**src/rtl/mc_ctrl_pkg.sv**
```systemverilog
// Shared encodings for the MIPS control path: opcodes, functs, ALUOp codes, FSM states, mux selects.
// Used by both the multi-cycle controller and the single-cycle path.
package mc_ctrl_pkg;

  localparam int MC_ALUOP_W = 4;
  localparam int MC_STATE_W = 4;

  localparam logic [5:0] OP_RTYPE = 6'h00, OP_J    = 6'h02, OP_JAL  = 6'h03,
                         OP_BEQ   = 6'h04, OP_BNE  = 6'h05, OP_ADDI = 6'h08,
                         OP_SLTI  = 6'h0A, OP_ANDI = 6'h0C, OP_ORI  = 6'h0D,
                         OP_XORI  = 6'h0E, OP_LW   = 6'h23, OP_SW   = 6'h2B;

  localparam logic [5:0] FN_SLL = 6'h00, FN_SRL = 6'h02, FN_JR  = 6'h08,
                         FN_ADD = 6'h20, FN_SUB = 6'h22, FN_AND = 6'h24,
                         FN_OR  = 6'h25, FN_XOR = 6'h26, FN_NOR = 6'h27,
                         FN_SGT = 6'h29, FN_SLT = 6'h2A;

  localparam logic [MC_ALUOP_W-1:0] ALU_ADD = 4'h0, ALU_SUB = 4'h1, ALU_AND = 4'h2,
                                    ALU_OR  = 4'h3, ALU_SLT = 4'h4, ALU_XOR = 4'h5,
                                    ALU_NOR = 4'h6, ALU_SLL = 4'h7, ALU_SRL = 4'h8,
                                    ALU_SGT = 4'h9, ALU_NONE = 4'hF;

  typedef enum logic [MC_STATE_W-1:0] {
    S_RST    = 4'd0,  S_FETCH  = 4'd1,  S_DECODE = 4'd2,  S_EXEC_R = 4'd3,
    S_EXEC_I = 4'd4,  S_WB_R   = 4'd5,  S_WB_I   = 4'd6,  S_MEM_ADDR = 4'd7,
    S_MEM_RD = 4'd8,  S_MEM_WR = 4'd9,  S_WB_MEM = 4'd10, S_BRANCH = 4'd11,
    S_JUMP   = 4'd12, S_JR     = 4'd13, S_TRAP   = 4'd14
  } state_t;

  localparam logic [1:0] PCSRC_ALU = 2'b00, PCSRC_BR = 2'b01, PCSRC_JMP = 2'b10, PCSRC_JR = 2'b11;
  localparam logic [1:0] REGDST_RT = 2'b00, REGDST_RD = 2'b01, REGDST_RA = 2'b10;
  localparam logic [1:0] M2R_ALU = 2'b00, M2R_MDR = 2'b01, M2R_PC = 2'b10;
  localparam logic [1:0] SRCA_PC = 2'b00, SRCA_RS = 2'b01, SRCA_SHAMT = 2'b10;
  localparam logic [1:0] SRCB_RT = 2'b00, SRCB_FOUR = 2'b01, SRCB_IMM = 2'b10, SRCB_IMM_SH = 2'b11;

  function automatic logic [MC_ALUOP_W-1:0] imm_alu_op(input logic [5:0] op);
    case (op)
      OP_ADDI: return ALU_ADD;
      OP_ANDI: return ALU_AND;
      OP_ORI:  return ALU_OR;
      OP_XORI: return ALU_XOR;
      OP_SLTI: return ALU_SLT;
      default: return ALU_NONE;
    endcase
  endfunction

endpackage

```
**src/rtl/mc_alu_decoder.sv**
```systemverilog
// R-type funct decode: ALU operation, shamt-operand select, and whether the funct is supported.
// Purely combinational; no handshake.
module mc_alu_decoder
  import mc_ctrl_pkg::*;
(
  input  logic [5:0]            funct,
  output logic [MC_ALUOP_W-1:0] alu_op,
  output logic                  shift_sel,
  output logic                  valid
);

  always_comb begin
    alu_op    = ALU_NONE;
    shift_sel = 1'b0;
    valid     = 1'b1;
    case (funct)
      FN_ADD: alu_op = ALU_ADD;
      FN_SUB: alu_op = ALU_SUB;
      FN_AND: alu_op = ALU_AND;
      FN_OR:  alu_op = ALU_OR;
      FN_SLT: alu_op = ALU_SLT;
      FN_SGT: alu_op = ALU_SGT;
      FN_XOR: alu_op = ALU_XOR;
      FN_NOR: alu_op = ALU_NOR;
      FN_SLL: begin alu_op = ALU_SLL; shift_sel = 1'b1; end
      FN_SRL: begin alu_op = ALU_SRL; shift_sel = 1'b1; end
      FN_JR:  alu_op = ALU_NONE;
      default: valid = 1'b0;
    endcase
  end

endmodule

```
**src/rtl/mc_control_fsm.sv**
```systemverilog
// Multi-cycle MIPS controller; outputs decode from state and IR fields, memory states hold until mem_ready.
// MC_CTRL_TRAP_EN: unsupported instructions lock in TRAP until reset, otherwise they retire as a NOP.
module mc_control_fsm
  import mc_ctrl_pkg::*;
#(
  parameter int ALUOP_W = 4,
  parameter int STATE_W = 4
) (
  input  logic               clk,
  input  logic               rst_n,
  input  logic [5:0]         opcode,
  input  logic [5:0]         funct,
  input  logic               zero,
  input  logic               mem_ready,
  output logic               pc_wr_en,
  output logic [1:0]         pc_src,
  output logic               iord,
  output logic               mem_rd_en,
  output logic               mem_wr_en,
  output logic               ir_wr_en,
  output logic [1:0]         reg_dst,
  output logic [1:0]         mem_to_reg,
  output logic               reg_wr_en,
  output logic [1:0]         alu_src_a,
  output logic [1:0]         alu_src_b,
  output logic [ALUOP_W-1:0] alu_op,
  output logic               instr_done,
  output logic               invalid_inst
);

  logic [STATE_W-1:0]    state;
  state_t                dec_nxt;
  logic [MC_ALUOP_W-1:0] r_alu_op;
  logic                  r_shift;
  logic                  r_valid;

  mc_alu_decoder u_alu_dec (
    .funct     (funct),
    .alu_op    (r_alu_op),
    .shift_sel (r_shift),
    .valid     (r_valid)
  );

  // Anything not explicitly recognised falls through to TRAP.
  always_comb begin
    dec_nxt = S_TRAP;
    case (opcode)
      OP_RTYPE: begin
        if (funct == FN_JR) dec_nxt = S_JR;
        else if (r_valid)   dec_nxt = S_EXEC_R;
      end
      OP_ADDI, OP_ANDI, OP_ORI, OP_XORI, OP_SLTI: dec_nxt = S_EXEC_I;
      OP_LW, OP_SW:   dec_nxt = S_MEM_ADDR;
      OP_BEQ, OP_BNE: dec_nxt = S_BRANCH;
      OP_J, OP_JAL:   dec_nxt = S_JUMP;
      default: ;
    endcase
  end

  always_ff @(posedge clk or negedge rst_n) begin
    if (!rst_n) begin
      state <= S_RST;
    end else begin
      case (state)
        S_RST:      state <= S_FETCH;
        S_FETCH:    if (mem_ready) state <= S_DECODE;
        S_DECODE:   state <= dec_nxt;
        S_EXEC_R:   state <= S_WB_R;
        S_EXEC_I:   state <= S_WB_I;
        S_MEM_ADDR: state <= (opcode == OP_LW) ? S_MEM_RD : S_MEM_WR;
        S_MEM_RD:   if (mem_ready) state <= S_WB_MEM;
        S_MEM_WR:   if (mem_ready) state <= S_FETCH;
        S_WB_R, S_WB_I, S_WB_MEM, S_BRANCH, S_JUMP, S_JR: state <= S_FETCH;
        S_TRAP: begin
`ifdef MC_CTRL_TRAP_EN
          state <= S_TRAP;
`else
          state <= S_FETCH;
`endif
        end
        default:    state <= S_RST;
      endcase
    end
  end

  always_comb begin
    pc_wr_en     = 1'b0;
    pc_src       = PCSRC_ALU;
    iord         = 1'b0;
    mem_rd_en    = 1'b0;
    mem_wr_en    = 1'b0;
    ir_wr_en     = 1'b0;
    reg_dst      = REGDST_RT;
    mem_to_reg   = M2R_ALU;
    reg_wr_en    = 1'b0;
    alu_src_a    = SRCA_PC;
    alu_src_b    = SRCB_RT;
    alu_op       = ALU_NONE;
    instr_done   = 1'b0;
    invalid_inst = 1'b0;
    case (state)
      S_FETCH: begin
        mem_rd_en = 1'b1;
        ir_wr_en  = mem_ready;
        pc_wr_en  = mem_ready;
        alu_src_b = SRCB_FOUR;
        alu_op    = ALU_ADD;
      end
      S_DECODE: begin
        alu_src_b = SRCB_IMM_SH;
        alu_op    = ALU_ADD;
      end
      S_EXEC_R: begin
        alu_src_a = r_shift ? SRCA_SHAMT : SRCA_RS;
        alu_op    = r_alu_op;
      end
      S_EXEC_I: begin
        alu_src_a = SRCA_RS;
        alu_src_b = SRCB_IMM;
        alu_op    = imm_alu_op(opcode);
      end
      S_WB_R: begin
        reg_dst    = REGDST_RD;
        reg_wr_en  = 1'b1;
        instr_done = 1'b1;
      end
      S_WB_I: begin
        reg_wr_en  = 1'b1;
        instr_done = 1'b1;
      end
      S_MEM_ADDR: begin
        alu_src_a = SRCA_RS;
        alu_src_b = SRCB_IMM;
        alu_op    = ALU_ADD;
      end
      S_MEM_RD: begin
        iord      = 1'b1;
        mem_rd_en = 1'b1;
      end
      S_MEM_WR: begin
        iord       = 1'b1;
        mem_wr_en  = 1'b1;
        instr_done = mem_ready;
      end
      S_WB_MEM: begin
        mem_to_reg = M2R_MDR;
        reg_wr_en  = 1'b1;
        instr_done = 1'b1;
      end
      S_BRANCH: begin
        alu_src_a  = SRCA_RS;
        alu_op     = ALU_SUB;
        pc_src     = PCSRC_BR;
        pc_wr_en   = (opcode == OP_BEQ) ? zero : !zero;
        instr_done = 1'b1;
      end
      S_JUMP: begin
        pc_src     = PCSRC_JMP;
        pc_wr_en   = 1'b1;
        instr_done = 1'b1;
        if (opcode == OP_JAL) begin
          reg_dst    = REGDST_RA;
          mem_to_reg = M2R_PC;
          reg_wr_en  = 1'b1;
        end
      end
      S_JR: begin
        pc_src     = PCSRC_JR;
        pc_wr_en   = 1'b1;
        instr_done = 1'b1;
      end
      S_TRAP: begin
`ifdef MC_CTRL_TRAP_EN
        invalid_inst = 1'b1;
`else
        invalid_inst = 1'b1;
        instr_done   = 1'b1;
`endif
      end
      default: ;
    endcase
  end

endmodule

```
**config.mk**
```make
export PLATFORM = sky130hd
export DESIGN_NAME = mc_control_fsm
export DESIGN_NICKNAME = d
export VERILOG_FILES = /design/src/rtl/mc_ctrl_pkg.sv /design/src/rtl/mc_alu_decoder.sv /design/src/rtl/mc_control_fsm.sv
export SDC_FILE = /design/constraint.sdc
export NUM_CORES = 1
export LEC_CHECK = 0
export CELL_PAD_IN_SITES_DETAIL_PLACEMENT = 0
export CELL_PAD_IN_SITES_GLOBAL_PLACEMENT = 1
export CORE_MARGIN = 10
export CORE_UTILIZATION = 31
export CTS_CLUSTER_DIAMETER = 100
export DETAILED_ROUTE_END_ITERATION = 6
export HOLD_SLACK_MARGIN = 0.1
export PLACE_DENSITY = 0.87
export RECOVER_POWER = 25
export SKIP_LAST_GASP = 1
export SLEW_MARGIN = 20
export SYNTH_ARGS = -nofsm -noshare
export SYNTH_HDL_FRONTEND = slang
export SYNTH_SLANG_ARGS = --single-unit
```
**constraint.sdc**
```tcl
create_clock -name clk -period 2.9 [get_ports clk]
set_clock_uncertainty 0.2 [all_clocks]
set_input_delay 0.29 -clock clk [delete_from_list [all_inputs] [get_ports clk]]
set_output_delay 0.29 -clock clk [all_outputs]
set_load 0.02 [all_outputs]
```
# == Word-level counts from Yosys, hierarchy flattened ==
# Index checks and enable logic that the tools add are counted.
# classes
reduce_logical,20
mux,30
n_eq_ne,38
# op_table
cell,n
"equality test 6 bit, second input constant",10
one-hot mux 4 bit (10 select lines),1
one-hot mux 4 bit (5 select lines),2
"equality test 6 x 4 -> 1 bit, second input constant",6
one-hot mux 4 bit (8 select lines),1
"equality test 4 bit, second input constant",7
two-way mux 4 bit,5
"equality test 6 x 2 -> 1 bit, second input constant",3
"equality test 4 x 3 -> 1 bit, second input constant",4
one-hot mux 4 bit (4 select lines),1
OR reduction 2 bit,8
"equality test 6 x 3 -> 1 bit, second input constant",2
logical NOT 6 bit,2
one-hot mux 2 bit (2 select lines),3
one-hot mux 2 bit (3 select lines),2
OR reduction 11 bit,1
two-way mux 1 bit,10
OR reduction 3 bit,3
"equality test 4 x 2 -> 1 bit, second input constant",2
OR reduction 8 bit,1
OR reduction 7 bit,1
"inequality test 2 bit, second input constant",3
OR reduction 5 bit,1
"equality test 4 x 1 -> 1 bit, second input constant",1
6 further kinds,8
# word_totals
elab_cells,89
output_inout_bits,22
inputBits,16
ff_bits,4

# == Longest topological paths before layout ==
# logic_depth
depth_word,7
mapped_depth,6
ltp_nobuf,5

# == Cells and area by module ==
# From an unflattened synthesis, not the netlist that was laid out.
# unflattened
cells_unflattened,175
area_unflattened_um2,1114.8
# by_module_without_submodules
mod,instances,cells_each,area_per_inst_um2,seq_area_each_um2
mc_control_fsm,1,136,869.6,100.1
mc_alu_decoder,1,39,245.2,0.0

# == Least setup slack after synthesis ==
# No wires, ideal clock.
# synth_timing
path_kind,register to output
from,register state[0]
to,output port reg_dst[1]
slack_ns,0.613
required_time_ns,2.410
path_buffers,3
arrival_time_ns,1.797
path_stages_with_launch,5
cell_sequence,dfrtp_1 clkbuf_1 clkbuf_1 nor4_1 buf_4
# synth_via
elab_chain_cells,2
word_cells_on_any_way,3
cone_classes,eq/ne: 2; mux: 1
# synth_rtl
item,line,rtl
start: declaration,mc_control_fsm.sv:31,logic [STATE_W-1:0] state;
start signal: assignment,mc_control_fsm.sv:67,S_DECODE: state <= dec_nxt;
start signal: assignment,mc_control_fsm.sv:70,S_MEM_ADDR: state <= (opcode == OP_LW) ? S_MEM_RD : S_MEM_WR;
equality test 4 bit or equality test 4 x 3 -> 1 bit (tied branches),mc_control_fsm.sv:101,case (state)
one-hot mux 2 bit (2 select lines) (*),mc_control_fsm.sv:101,
end: declaration,mc_control_fsm.sv:21,"output logic [1:0] reg_dst,"
# Mark *: on every way between the ends. The rest lies on a longest branch, timed or not.

# == Worst setup path after layout ==
# layout_timing
from,register state[1]
to,output port alu_op[1]
# layout_via
elab_chain_cells,3
word_cells_on_any_way,8
cone_classes,eq/ne: 6; mux: 1; reduce/logical: 1
# layout_rtl
item,line,rtl
"equality test 4 x 3 -> 1 bit, or another cell as far along",mc_control_fsm.sv:101,
OR reduction 3 bit (no line),n/a,
one-hot mux 4 bit (4 select lines) (*),mc_control_fsm.sv:101,
end: declaration,mc_control_fsm.sv:26,"output logic [ALUOP_W-1:0] alu_op,"
# Marked as above.

==> reports/qor.csv <==
metric,value,unit
Tmin final,2870,ps
max reg flops,4,
Static Leakage,0.000591,uW
Overflow after GRT,0,
largest family of logic cells by synthesized area,simple AND/OR/NAND/NOR gates,
Crit Path Max Fanout,7,
RSZ-0062 raised after global routing,true,
Worst-Margin Slew,480,ps
Worst-Skew Late Latency,240,ps
GP Congestion,0.875,
Worst-path clk slew,40,ps
pin count of the biggest net entering global routing,18,
P per Cell Area,734,nW/um^2
Antenna Nets Post-Route,0,
status,completed,
Initial Util,0.323,
total power,1110,uW
post-synth cell types,47,
FILL cells,330,
Setup Slack @ Placement,-2.36,ps
drt first-iter violations,119,
Rows,20,
worst path arrival time,2380,ps
Nets,223,
"Slew Viols, Final",0,
MaxCap Viol Count,0,
I/O pins,38,
CTS H-tree lvls,1,
mux cell area share after synthesis,0,
Final WS setup,32.0,ps
crit path cell chain,inv_2 > nand3b_1 > or4_1 > nor3_1 > o211ai_1 > clkdlybuf4s50_1,
Post-Route WL,3350,um
ant diodes,0,
Die W,76.4,um
first-pass GRT wire length,5860,um
Remaining DRCs,0,
Worst setup EP type,output port,
Slowest cell on crit path,or4_1,
Syn Inst Count,161,
CTS tree,done,
number of synthesized register bits,4,
"Net Count, Synth",177,
core box area,3050,um^2
biggest regs,state (4),
fraction of registers with async set/reset,1.00,
initial antenna violation count,0,
kind of critical path,flip-flop to output port,
area growth from synthesis to layout,52.8,%
area share of and/or/nand/nor cells after synthesis,0.435,
top_reg_cell synth,dfrtp_1,
adder-cell share of the synthesized area,0,
GR Util All Layers,0.114,
Clock Sinks,4,
mapped cell area,986,um^2
Largest Register,state,
die area,5840,um^2
final hold vios,0,
buffers added on ports,37,
Via Count,1299,
Avg Inst Size Synth,6.12,um^2
Achievable Freq,349,MHz
critical path required time,2410,ps
"commonest non-fill, non-tap cells in the layout","clkdlybuf4s50_1, nor2_1, nand2_1",
DR pass1 iterations,4,
max_slew headroom,0.676,
crit path launch type,flip-flop,
"EDFF count, synth",0,
Synth Area in XOR/XNOR,0.0533,
complex-gate fraction of the synthesized area,0.319,
number of vias per cell,5.22,
clock root buffer master,clkbuf_4,
number of global-route vias before repair,1291,
CP max stage delay,590,ps
worst vdd ir,0.369,mV
HPWL after detailed placement,2750,um
drt wl/cell,13.5,um
Final period util,0.989,
CTS max path bufs,2,
Die Height,76.4,um
Hold Path Class,flip-flop to flip-flop,
setup TNS,0,ps
ratio of cells with drive above 1 in the final layout,0.127,
# setup viols final,0,
synth warn,0,
"commonest non-fill, non-tap cell in the layout",clkdlybuf4s50_1,
total CTS buffers,3,
sequential area share after synthesis,0.102,
-- synthesized netlist by cell type, types with 3 or more instances --
library cell,n,area share
nand2_1,19,0.072
nor2_1,27,0.10
nor2b_1,5,0.032
xnor2_1,4,0.036
nand3b_1,3,0.023
nor3_1,7,0.036
o22ai_1,6,0.038
inv_1,5,0.019
o21ai_0,5,0.025
a21oi_1,12,0.061
dfrtp_1,4,0.10
clkbuf_1,11,0.042
nand2b_1,8,0.051
-- cells by family (layout without fill, tap and decap cells) --
family                 after synthesis  count (layout)
XOR/XNOR                             6               6
flip-flops                           4               4
AO/OA/AOI/OAI                       47              47
buffers and inverters               20              64
AND/OR/NAND/NOR                     84              84
-- where the power goes --
group	switching, uW	total (uW)	internal (uW)	leakage (uW)
Combinational	515	936	421	0.000527
Sequential	23.4	101	77.6	0.0000502
Clock	22.7	69.0	46.3	0.0000138
Total	561	1110	544	0.000591
-- through the flow --
| step | std cells | utilization | hold WS [ps] | instance area, um^2 |
|---|---|---|---|---|
| 2_1_floorplan | 161 | - | -206 | 986 |
| 3_3_place_gp | 245 | 0.482 | 292 | 1470 |
| 3_5_place_dp | 245 | 0.482 | 301 | 1470 |
| 4_1_cts | 249 | 0.492 | 461 | 1500 |
| 5_1_grt | 249 | 0.493 | 487 | 1510 |
| 6_report | 249 | 0.493 | 457 | 1510 |
-- metal layers --
layer / track usage / share of wire
met1: 0.133 / 0.44
met3: 0.0248 / 0.068
met2: 0.200 / 0.48
met4: 0.0353 / 0.010
met5: 0 / 0
-- final cells by class --
type / count / area [um^2] / share of cell area
multi-input cells: 137 / 798 / 0.530
repair buffers: 55 / 508 / 0.337
clock buffers: 3 / 22.5 / 0.0150
inverters: 6 / 22.5 / 0.0150
flip-flops and latches: 4 / 100 / 0.0664
well taps: 44 / 55.1 / 0.0365
-- critical path: cells and delay by family, from the launching register on --
| family | cells | cell delay, ps |
|---|---|---|
| AOI/OAI and AO/OA | 1 | 100 |
| DFF | 1 | 380 |
| and+or+nand+nor | 3 | 980 |
| buffers and inverters | 2 | 680 |
-- final timing paths --
| kind | startpoint | end | slack [ps] | depth (start not counted) |
|---|---|---|---|---|
| max in group asynchronous | rst_n | state[3] | 1690 | 2 |
| min in group asynchronous | rst_n | state[1] | 650 | 2 |
| worst min-delay path | state[0] | state[2] | 460 | 2 |
| worst min register to register | state[0] | state[2] | 460 | 2 |
| worst max register to register | state[3] | state[0] | 1000 | 4 |
| worst max-delay path | state[1] | alu_op[1] | 30 | 6 |
-- repair_timing --
action / in CTS / in global routing
hold buffers: 1 / 0
resized for setup: 1 / 3
endpoints found under the hold margin: 4 / 0
buffers inserted: 0 / 0
endpoints found under the setup margin: 1 / 3
(Power assumes the default switching activity.)
